File: config.mk
export PLATFORM = sky130hd
export DESIGN_NAME = debounce_sync
export DESIGN_NICKNAME = d
export VERILOG_FILES = /design/src/rtl/debounce_pkg.sv /design/src/rtl/debounce_sync_chain.sv /design/src/rtl/debounce_sync.sv
export SDC_FILE = /design/constraint.sdc
export NUM_CORES = 1
export LEC_CHECK = 0
export ABC_AREA = 1
export CAP_MARGIN = 20
export CORE_AREA = 2 2 55 57
export DETAILED_ROUTE_END_ITERATION = 10
export DIE_AREA = 0 0 57 59
export PLACE_DENSITY = 0.73
export SLEW_MARGIN = 15
export SYNTH_ARGS = -nofsm -noshare
export SYNTH_HDL_FRONTEND = slang
export SYNTH_SLANG_ARGS = --single-unit
File: constraint.sdc
create_clock -name clk -period 1.27 [get_ports clk]
set_input_delay 0.381 -clock clk [delete_from_list [all_inputs] [get_ports clk]]
set_output_delay 0.381 -clock clk [all_outputs]
set_load 0.01 [all_outputs]
File: src/rtl/debounce_pkg.sv
// Shared types and constants for the debounce/synchroniser block.
// The long-press option is enabled with DEBOUNCE_LONG_PRESS_EN.
package debounce_pkg;

  typedef enum logic {
    IDLE  = 1'b0,
    CHECK = 1'b1
  } state_t;

  localparam int SYNC_STAGES_MIN   = 2;
  localparam int SYNC_STAGES_MAX   = 4;
  localparam int STABLE_CYCLES_DEF = 50000;
  localparam int LONG_CYCLES_DEF   = 1000000;
  localparam int LONG_CNT_W        = 24;

endpackage

File: src/rtl/debounce_sync_chain.sv
// Multi-flop synchroniser for a single asynchronous level.
// Reused by other CDC inputs; q is the only output stage to consume.
module sync_chain
  import debounce_pkg::*;
#(
  parameter int   SYNC_STAGES = 2,
  parameter logic RESET_VAL   = 1'b0
) (
  input  logic clk,
  input  logic reset,
  input  logic d,
  output logic q
);

  if (SYNC_STAGES < SYNC_STAGES_MIN || SYNC_STAGES > SYNC_STAGES_MAX) begin : g_bad_stages
    $error("sync_chain: SYNC_STAGES out of range");
  end

  logic [SYNC_STAGES-1:0] r_sync;

  always_ff @(posedge clk or negedge reset) begin
    if (!reset) r_sync <= {SYNC_STAGES{RESET_VAL}};
    else        r_sync <= {r_sync[SYNC_STAGES-2:0], d};
  end

  assign q = r_sync[SYNC_STAGES-1];

endmodule

File: src/rtl/debounce_sync.sv
// Synchronise, debounce and edge-detect a raw asynchronous level.
// Optional long-press detector enabled with DEBOUNCE_LONG_PRESS_EN.
module debounce_sync
  import debounce_pkg::*;
#(
  parameter int   SYNC_STAGES   = 2,
  parameter int   STABLE_CYCLES = STABLE_CYCLES_DEF,
  parameter int   CNT_W         = 16,
  parameter logic RESET_VAL     = 1'b0
`ifdef DEBOUNCE_LONG_PRESS_EN
  ,
  parameter int   LONG_CYCLES   = LONG_CYCLES_DEF
`endif
) (
  input  logic clk,
  input  logic reset,
  input  logic din,
  output logic dout,
  output logic rise,
  output logic fall,
  output logic busy
`ifdef DEBOUNCE_LONG_PRESS_EN
  ,
  output logic long_press
`endif
);

  if (STABLE_CYCLES < 2 || STABLE_CYCLES > (2 ** CNT_W) - 1) begin : g_bad_stable
    $error("debounce_sync: STABLE_CYCLES does not fit CNT_W");
  end

  localparam logic [CNT_W-1:0] CNT_TERM = CNT_W'(STABLE_CYCLES - 1);

  logic             w_s;
  state_t           r_state, w_state_nxt;
  logic [CNT_W-1:0] r_cnt, w_cnt_nxt;
  logic             r_dout, w_dout_nxt;
  logic             r_rise, w_rise_nxt;
  logic             r_fall, w_fall_nxt;

  sync_chain #(
    .SYNC_STAGES (SYNC_STAGES),
    .RESET_VAL   (RESET_VAL)
  ) u_sync (
    .clk   (clk),
    .reset (reset),
    .d     (din),
    .q     (w_s)
  );

  always_ff @(posedge clk or negedge reset) begin
    if (!reset) begin
      r_state <= IDLE;
      r_cnt   <= '0;
      r_dout  <= RESET_VAL;
      r_rise  <= 1'b0;
      r_fall  <= 1'b0;
    end else begin
      r_state <= w_state_nxt;
      r_cnt   <= w_cnt_nxt;
      r_dout  <= w_dout_nxt;
      r_rise  <= w_rise_nxt;
      r_fall  <= w_fall_nxt;
    end
  end

  // Any sample matching dout during CHECK abandons the candidate level.
  always_comb begin
    w_state_nxt = r_state;
    w_cnt_nxt   = r_cnt;
    w_dout_nxt  = r_dout;
    w_rise_nxt  = 1'b0;
    w_fall_nxt  = 1'b0;
    case (r_state)
      IDLE: begin
        if (w_s != r_dout) begin
          w_state_nxt = CHECK;
          w_cnt_nxt   = CNT_W'(1);
        end else begin
          w_cnt_nxt   = '0;
        end
      end
      CHECK: begin
        if (w_s == r_dout) begin
          w_state_nxt = IDLE;
          w_cnt_nxt   = '0;
        end else if (r_cnt == CNT_TERM) begin
          w_state_nxt = IDLE;
          w_cnt_nxt   = '0;
          w_dout_nxt  = w_s;
          w_rise_nxt  = w_s;
          w_fall_nxt  = ~w_s;
        end else begin
          w_cnt_nxt   = r_cnt + CNT_W'(1);
        end
      end
      default: begin
        w_state_nxt = IDLE;
        w_cnt_nxt   = '0;
      end
    endcase
  end

  assign dout = r_dout;
  assign rise = r_rise;
  assign fall = r_fall;
  assign busy = (r_state == CHECK);

`ifdef DEBOUNCE_LONG_PRESS_EN
  localparam logic [LONG_CNT_W-1:0] LONG_SAT  = LONG_CNT_W'(LONG_CYCLES);
  localparam logic [LONG_CNT_W-1:0] LONG_TERM = LONG_CNT_W'(LONG_CYCLES - 1);

  logic [LONG_CNT_W-1:0] r_long_cnt;
  logic                  r_long_press;

  // Saturating at LONG_SAT stops repeats until dout drops and rises again.
  always_ff @(posedge clk or negedge reset) begin
    if (!reset) begin
      r_long_cnt   <= '0;
      r_long_press <= 1'b0;
    end else begin
      r_long_press <= 1'b0;
      if (!r_dout) begin
        r_long_cnt <= '0;
      end else if (r_long_cnt != LONG_SAT) begin
        r_long_cnt   <= r_long_cnt + LONG_CNT_W'(1);
        r_long_press <= (r_long_cnt == LONG_TERM);
      end
    end
  end

  assign long_press = r_long_press;
`endif

endmodule

==> key figures, run 1 <==
Outcome
  • Status: finished, violations left
  • Failing checks: setup timing

STA
  • Post-route worst setup slack: -0.09681 ns
  • Rel. slew slack: 0.8269
  • Clk_skew: ~0.012 ns
  • Highest clock rate: approximately 730 MHz
  • Fin crit period: ~1.4 ns
  • Final Setup Violations: 17
  • Fin crit share: 1.076
  • Slew Limit Fails: 0
  • Worst slew pin tran: about 0.26 ns
  • RSZ-0062 raised after global routing: yes
  • Hold Fails Final Rpt: 0
  • Setup_tns: -1.184 ns
  • Final hold slack: approximately 0.38 ns

Final layout
  • Final std cells w/o fill: 220
  • Layout cells sized above 1: 0.3386
  • Final instance area: ~1600 um2
  • Fillers: ~240
  • ANT cells: 0
  • Most frequent cells in the layout: 29 x nand2_1, 22 x nor2_1, 22 x dfrtp_1, 21 x buf_4, 20 x inv_1
  • FF/Latch Area: around 550 um2
  • Core Util, Final: 0.6034
  • Most common cell after layout, fill and taps aside: nand2_1
  • Layout area overhead: 35.02%
  • Fin nets: around 190
  • Area of the multi-input gates: about 670 um2

Critical path
  • CP arrival: between 1.5 and 2 ns
  • R2R Setup Slk: -0.1 ns
  • Critical Setup Path Class: reg2reg
  • CP cell instances: nor2_1 > nand3_1 > nor2_2 > nand2_4 > nand2_8 > o21ai_2
  • Crit start category: flop
  • Path depth of the worst reg2reg path: 6
  • CP max stage delay: approximately 0.42 ns
  • Setup crit end kind: flop
  • Slowest-stage cell, CP: dfrtp_1
  • WP data required: 1.48 ns
  • R2r startpoint: r_cnt[5]$_DFF_PN0_
  • R2R Path End: busy$_DFF_PN0_
  • Worst-path fanout max: 7

Place
  • RePlAce Congestion: 0.9046
  • Hpwl dp: around 2000 um
  • Dpl cells: around 210
  • I/O Buffers: 6
  • Dpl cell area: 1460 um2
  • Pre-CTS setup slack: -0.06390 ns

Logic synthesis
  • Async set-or-reset flop fraction in the synthesized netlist: 1.000
  • Post-synth EDFFs: 0
  • Combinational family with the most area after synthesis: simple AND/OR/NAND/NOR gates
  • Synthesized flop and latch total: 22
  • Post-Syn Nets: 159
  • Post-Synthesis Cells: approximately 160
  • Syn. warnings: 0
  • Post-Synth XOR/XNOR Area: 0.04959
  • Compound-cell area share of the yosys netlist: 0.03512
  • Mean Syn Cell Area: roughly 7.8 um2
  • Post-synthesis cell type count: 23
  • Multiplexer share of the synthesized area: 0
  • Post-synthesis sequential area ratio: 0.4545
  • Mapped cell area: ~1200 um2
  • Ys flop type: dfrtp_1
  • Simple-gate share of the synthesized area: 0.3760
  • Synth Area in Adders: 0.01033

Routing
  • DR iter-0 viols: 28
  • Pre-Repair DR Iteration Count: 4
  • DR WL/cell: 13.34 um
  • Met2 wire len: between 1000 and 1500 um
  • Drt via density: between 5 and 6
  • WL final: roughly 3000 um
  • Antenna-violating nets left: 0
  • Residual DRC count: 0
  • Met3 routed WL: around 100 um
  • Via Count: approximately 1100
  • Metal-1 WL: between 1000 and 1500 um
  • Max Used Layer: met4

Global routing
  • Total grt overflow: 0
  • Global Route Usage Sum: 0.1947
  • Antenna violations before repair: 0
  • Global-route wire length before repair: just over 5000 um
  • Vias in the first global route: 1168
  • Largest net degree at the start of global routing: 23

Power and ir drop
  • Leakage: about 0.77 nW
  • Int Power: around 1.1 mW
  • Power share of the sequential group: 0.501
  • Net Sw Power: between 0.3 and 0.4 mW
  • Pwr Density: approximately 880 nW/um2
  • Pwr Total: between 1 and 1.5 mW
  • Switching part of the total: 0.2270
  • Clock power share: 0.376
  • Worst vdd ir: 869.6 uV
  • Comb pwr share: 0.123

Min path
  • Min-delay src: u_sync.r_sync[0]$_DFF_PN0_
  • Hold Path End: u_sync.r_sync[1]$_DFF_PN0_
  • Hold depth: 0
  • Min-delay worst type: reg2reg

Clock tree
  • CTS Root Cell: clkbuf_4
  • CTS clk-pin slew, worst paths: 0.13 ns
  • Clock Sinks: 22
  • Worst skew pair latency: between 0.3 and 0.4 ns
  • H-tree Lvls: 1
  • CTS tree: built
  • Hold buffer count at CTS: 0
  • Clock Tree Buf Depth: 2
  • CTS buffer count: 3

Die
  • Die area: roughly 3400 um2
  • Initial Utilization: 0.4469
  • I/O Pins: 7
  • FP Rows: 19
  • Die height: about 60 um
  • Area of the core: approximately 2700 um2
  • Die width: around 57 um

Flow run
  • Max-cap viol count: 0
worst max-delay path: cells and delay by family (launching register included):
kind | cells | cell delay, ns
simple gates | 5 | 0.79
flops | 1 | 0.42
compound gates | 1 | 0.05
synthesized netlist by cell type, types with 2 or more instances:
cell	number	area [um2]
nand2_1	30	112.6
nor2_1	32	120.1
inv_2	3	11.26
xor2_1	4	35.03
nand4_1	3	18.77
o21ai_0	2	10.01
nand2_2	3	18.77
dfrtp_1	22	550.5
nor2_2	2	12.51
a21oi_1	2	10.01
nor2_4	4	45.04
inv_1	21	78.83
nand3_1	17	85.08
power groups by stage:
stage	clock network, mW	registers (mW)	logic (mW)
4_1_cts	0.556	0.723	0.143
5_1_grt	0.583	0.726	0.192
2_1_floorplan	0	0.741	0.0558
3_5_place_dp	0	0.737	0.127
3_3_place_gp	0	0.736	0.122
6_report	0.543	0.724	0.178
routing by layer:
metal | global-route usage | vias up
met4 | 0.1096 | 0
met2 | 0.3136 | 21
met5 | 0 | -
li1 | - | 553
met1 | 0.2472 | 527
met3 | 0.03712 | 9
flip-flops by register name (all words and copies together) (netlist names):
name / count
rise: 1
dout: 1
fall: 1
r_cnt: 16
u_sync.r_sync: 2
busy: 1
cell type report:
type / instances / area share
flip-flops and latches: 22 / 0.3366
clock buffers: 3 / 0.01377
repair buffers: 29 / 0.1454
clock inverters: 1 / 0.01836
well taps: 31 / 0.02372
inverters: 24 / 0.05509
multi-input cells: 110 / 0.4070
kinds of logic after synthesis:
group	count (synthesis)
AO/OA/AOI/OAI	7
XOR/XNOR	6
adder cells (fa/ha/maj)	1
buffers and inverters	24
flip-flops	22
AND/OR/NAND/NOR	95
worst max path at each step:
stage                  startpoint                  end  slack (ns)  cells past startpoint
3_5_place_dp   r_cnt[1]$_DFF_PN0_  r_cnt[14]$_DFF_PN0_       -0.06                      8
4_1_cts        r_cnt[0]$_DFF_PN0_   r_cnt[1]$_DFF_PN0_       -0.06                      8
3_3_place_gp     dout$_DFFE_PN0P_                 dout       -0.05                      1
6_report       r_cnt[5]$_DFF_PN0_       busy$_DFF_PN0_        -0.1                      6
2_1_floorplan  r_cnt[0]$_DFF_PN0_       busy$_DFF_PN0_       -0.01                      8
5_1_grt        r_cnt[5]$_DFF_PN0_       busy$_DFF_PN0_       -0.17                      6
repair_timing:
item,in CTS,in global routing
gates resized for setup,21,13
pin swaps,5,7
setup endpoints to repair,19,20
gates cloned,1,0
hold endpoints to repair,0,0
setup buffers,3,3
Note: power is estimated with default switching activity, not from simulation.
==> inputs of run 2 (changes only) <==
CAP_MARGIN = 25   (was 20)
==> results of run 2 <==
No change in the layout: final DEF, timing and power equal those of run 1.
==> inputs of run 3 (changes only) <==
CTS_CLUSTER_SIZE = 25   (was unset)
REMOVE_ABC_BUFFERS = 1   (was unset)
SLEW_MARGIN = 5   (was 15)
==> run 3 against run 2 <==
  * The flow still finishes with violations (setup timing)
  * Clock power is 29% lower
  * Maximum frequency increased by 3.8%
  * Combinational power is 16% lower
  * Highest routed layer unchanged
  * Design area shrank 3.2%
  * Die area is the same
  * Largest cell class unchanged
  * Largest power group unchanged
  * Sequential power about the same
==> key figures, run 3 (same netlist as run 1, synthesis figures left out) <==
Outcome
  • Status: finished, violations left
  • Failing checks: setup timing

Critical path
  • Cell mode on critical path: nand2_4
  • R2R Setup Slk: -0.05 ns (+0.05 ns)
  • R2r startpoint: r_cnt[1]$_DFF_PN0_
  • Worst-path fanout max: 7 (unchanged)
  • Worst Path Buf+Inv: 1 (+1)
  • Critical Setup Path Class: reg2reg
  • Slowest-stage cell, CP: dfrtp_1
  • WP data required: 1.49 ns (about the same)
  • Path depth of the worst reg2reg path: 8 (+2)
  • Crit start category: flop
  • CP delay by family, top: simple AND/OR/NAND/NOR gates
  • CP startpoint: r_cnt[1]$_DFF_PN0_
  • CP arrival: 1.53 ns (-0.05 ns)
  • Crit path depth: 8 (+2)
  • Setup crit end kind: flop
  • CP max stage delay: 0.37 ns (-0.05 ns)
  • R2R Path End: busy$_DFF_PN0_
  • CP cell instances: ha_2 > nand2_4 > nor2_4 > inv_2 > nor2_4 > nand2_4 > nand2_4 > o21ai_2

Power and ir drop
  • Worst vdd ir: 680.8 uV (-22%)
  • Clock power share: 0.307 (-0.069)
  • Switching part of the total: 0.2420 (+0.01498)
  • Power share of the sequential group: 0.574 (+0.073)
  • Pwr Density: 796.0 nW/um2 (-9.9%)
  • Comb pwr share: 0.119 (-0.004)
  • Int Power: 0.9550 mW (-14%)
  • Pwr Total: 1.260 mW (-13%)
  • Net Sw Power: 0.3049 mW (-7.0%)
  • Leakage: 0.7611 nW (-0.83%)

Clock tree
  • Clock Tree Buf Depth: 2 (unchanged)
  • Hold buffer count at CTS: 0 (unchanged)
  • CTS clk-pin slew, worst paths: 0.12 ns (about the same)
  • Clock Sinks: 22 (unchanged)
  • Worst skew pair latency: 0.31 ns (about the same)
  • CTS tree: built
  • H-tree Lvls: 1 (unchanged)
  • CTS Root Cell: clkbuf_4
  • CTS buffer count: 3 (unchanged)

Routing
  • Antenna-violating nets left: 0 (unchanged)
  • Via Count: 1122 (+1.1%)
  • DR WL/cell: 12.52 um (-6.1%)
  • Drt via density: 5.123 (+1.5%)
  • Residual DRC count: 0 (unchanged)
  • WL final: 2742 um (-6.5%)
  • Pre-Repair DR Iteration Count: 4 (unchanged)
  • DR iter-0 viols: 33 (+18%)

Global routing
  • Global-route wire length before repair: 4836 um (-4.5%)
  • Antenna violations before repair: 0 (unchanged)
  • Total grt overflow: 0 (unchanged)
  • Largest net degree at the start of global routing: 23 (unchanged)
  • Vias in the first global route: 1124 (-3.8%)
  • Global Route Usage Sum: 0.1853 (-0.009402)

STA
  • Final Setup Violations: 16 (-1)
  • Rel. slew slack: 0.7899 (-0.03704)
  • Fin crit period: 1.317 ns (-0.04963 ns)
  • Highest clock rate: 759.2 MHz (+3.8%)
  • RSZ-0062 raised after global routing: yes
  • Slew Limit Fails: 0 (unchanged)
  • Setup_tns: -0.3234 ns (+0.8604 ns)
  • Hold Fails Final Rpt: 0 (unchanged)
  • Clk_skew: 0.005102 ns (-0.006416 ns)
  • Fin crit share: 1.037 (-0.03908)
  • Worst slew pin tran: 0.3137 ns (+0.05639 ns)
  • Post-route worst setup slack: -0.04718 ns (+0.04963 ns)

Die
  • Area of the core: 2710 um2 (unchanged)
  • Die height: 59 um (unchanged)
  • Die area: 3363 um2 (unchanged)
  • Die width: 57 um (unchanged)
  • Initial Utilization: 0.4469 (unchanged)
  • FP Rows: 19 (unchanged)
  • I/O Pins: 7 (unchanged)

Final layout
  • Core Util, Final: 0.5840 (-0.01939)
  • Layout cells sized above 1: 0.3298 (-0.008837)
  • Most frequent cells in the layout: 29 x nand2_1, 25 x nor2_1, 22 x dfrtp_1, 21 x buf_4, 19 x inv_1
  • Layout area overhead: 30.68%
  • Final std cells w/o fill: 219 (-0.45%)
  • Final instance area: 1583 um2 (-3.2%)
  • Largest regs: r_cnt: 16 flops, u_sync.r_sync: 2 flops
  • Largest register by flop count: r_cnt
  • Most common cell after layout, fill and taps aside: nand2_1
  • ANT cells: 0 (unchanged)
  • Fillers: 259 (+8.4%)
  • Max FFs per register: 16 (unchanged)
  • Fin nets: 193 (-0.52%)

Place
  • RePlAce Congestion: 0.8405 (-7.1%)
  • Dpl cell area: 1443 um2 (-1.2%)
  • Hpwl dp: 1972 um (-3.0%)
  • Dpl cells: 208 (-0.48%)
  • I/O Buffers: 6 (unchanged)

Flow run
  • Max-cap viol count: 0 (unchanged)

Min path
  • Hold depth: 0 (unchanged)
  • Hold Path End: u_sync.r_sync[1]$_DFF_PN0_
  • Min-delay worst type: reg2reg
  • Min-delay src: u_sync.r_sync[0]$_DFF_PN0_
[run 3: how the worst max path moves through the flow]
stage / end
floorplan: busy$_DFF_PN0_
global placement: dout
detailed placement: busy$_DFF_PN0_
CTS: busy$_DFF_PN0_
global route: r_cnt[14]$_DFF_PN0_
finish: busy$_DFF_PN0_
[run 3: timing repair]
item,in CTS,in global routing
buffers inserted,4,2
gates cloned,1,0
endpoints found under the hold margin,0,0
setup endpoints to repair,24,22
pin swaps,9,4
resized for setup,27,9
[run 3: power by group through the flow]
| stage | combinational [mW] | clock, mW | sequential, mW |
|---|---|---|---|
| after floorplan | 0.0560 | 0 | 0.741 |
| after global placement | 0.121 | 0 | 0.736 |
| after detailed placement | 0.126 | 0 | 0.737 |
| after CTS | 0.141 | 0.402 | 0.723 |
| after global routing | 0.164 | 0.439 | 0.726 |
| final | 0.150 | 0.387 | 0.723 |
[run 3: layer usage]
metal  global-route usage  vias to the layer above  wire length, um
met2               0.3218                       35             1433
met3              0.02838                        5              133
met5                    0                        -                0
met1               0.2343                      530             1136
li1                     -                      552                -
met4              0.06977                        0               40
[run 3: layout make-up]
cell class	instances	area (um2)	share of cell area
multi-input combinational	110	649.4	0.4103
sequential	22	550.5	0.3478
timing repair buffer	28	217.7	0.1375
inverter	24	90.09	0.05692
tap	31	38.79	0.02451
clock buffer	4	36.28	0.02292
[run 3: metrics by stage]
stage	hold WS [ns]	setup WS [ns]
2_1_floorplan	0.08541	-0.02800
3_3_place_gp	0.3437	-0.04938
3_5_place_dp	0.3529	-0.1115
4_1_cts	0.3899	-0.05644
5_1_grt	0.4021	-0.1160
6_report	0.3845	-0.04718
[run 3: worst register-to-register path: cells and delay by family (launching register included)]
| family | cells | cell delay (ns) |
|---|---|---|
| simple gates | 5 | 0.50 |
| fa+ha+maj | 1 | 0.21 |
| compound gates | 1 | 0.07 |
| flops | 1 | 0.37 |
| buf+inv | 1 | 0.06 |
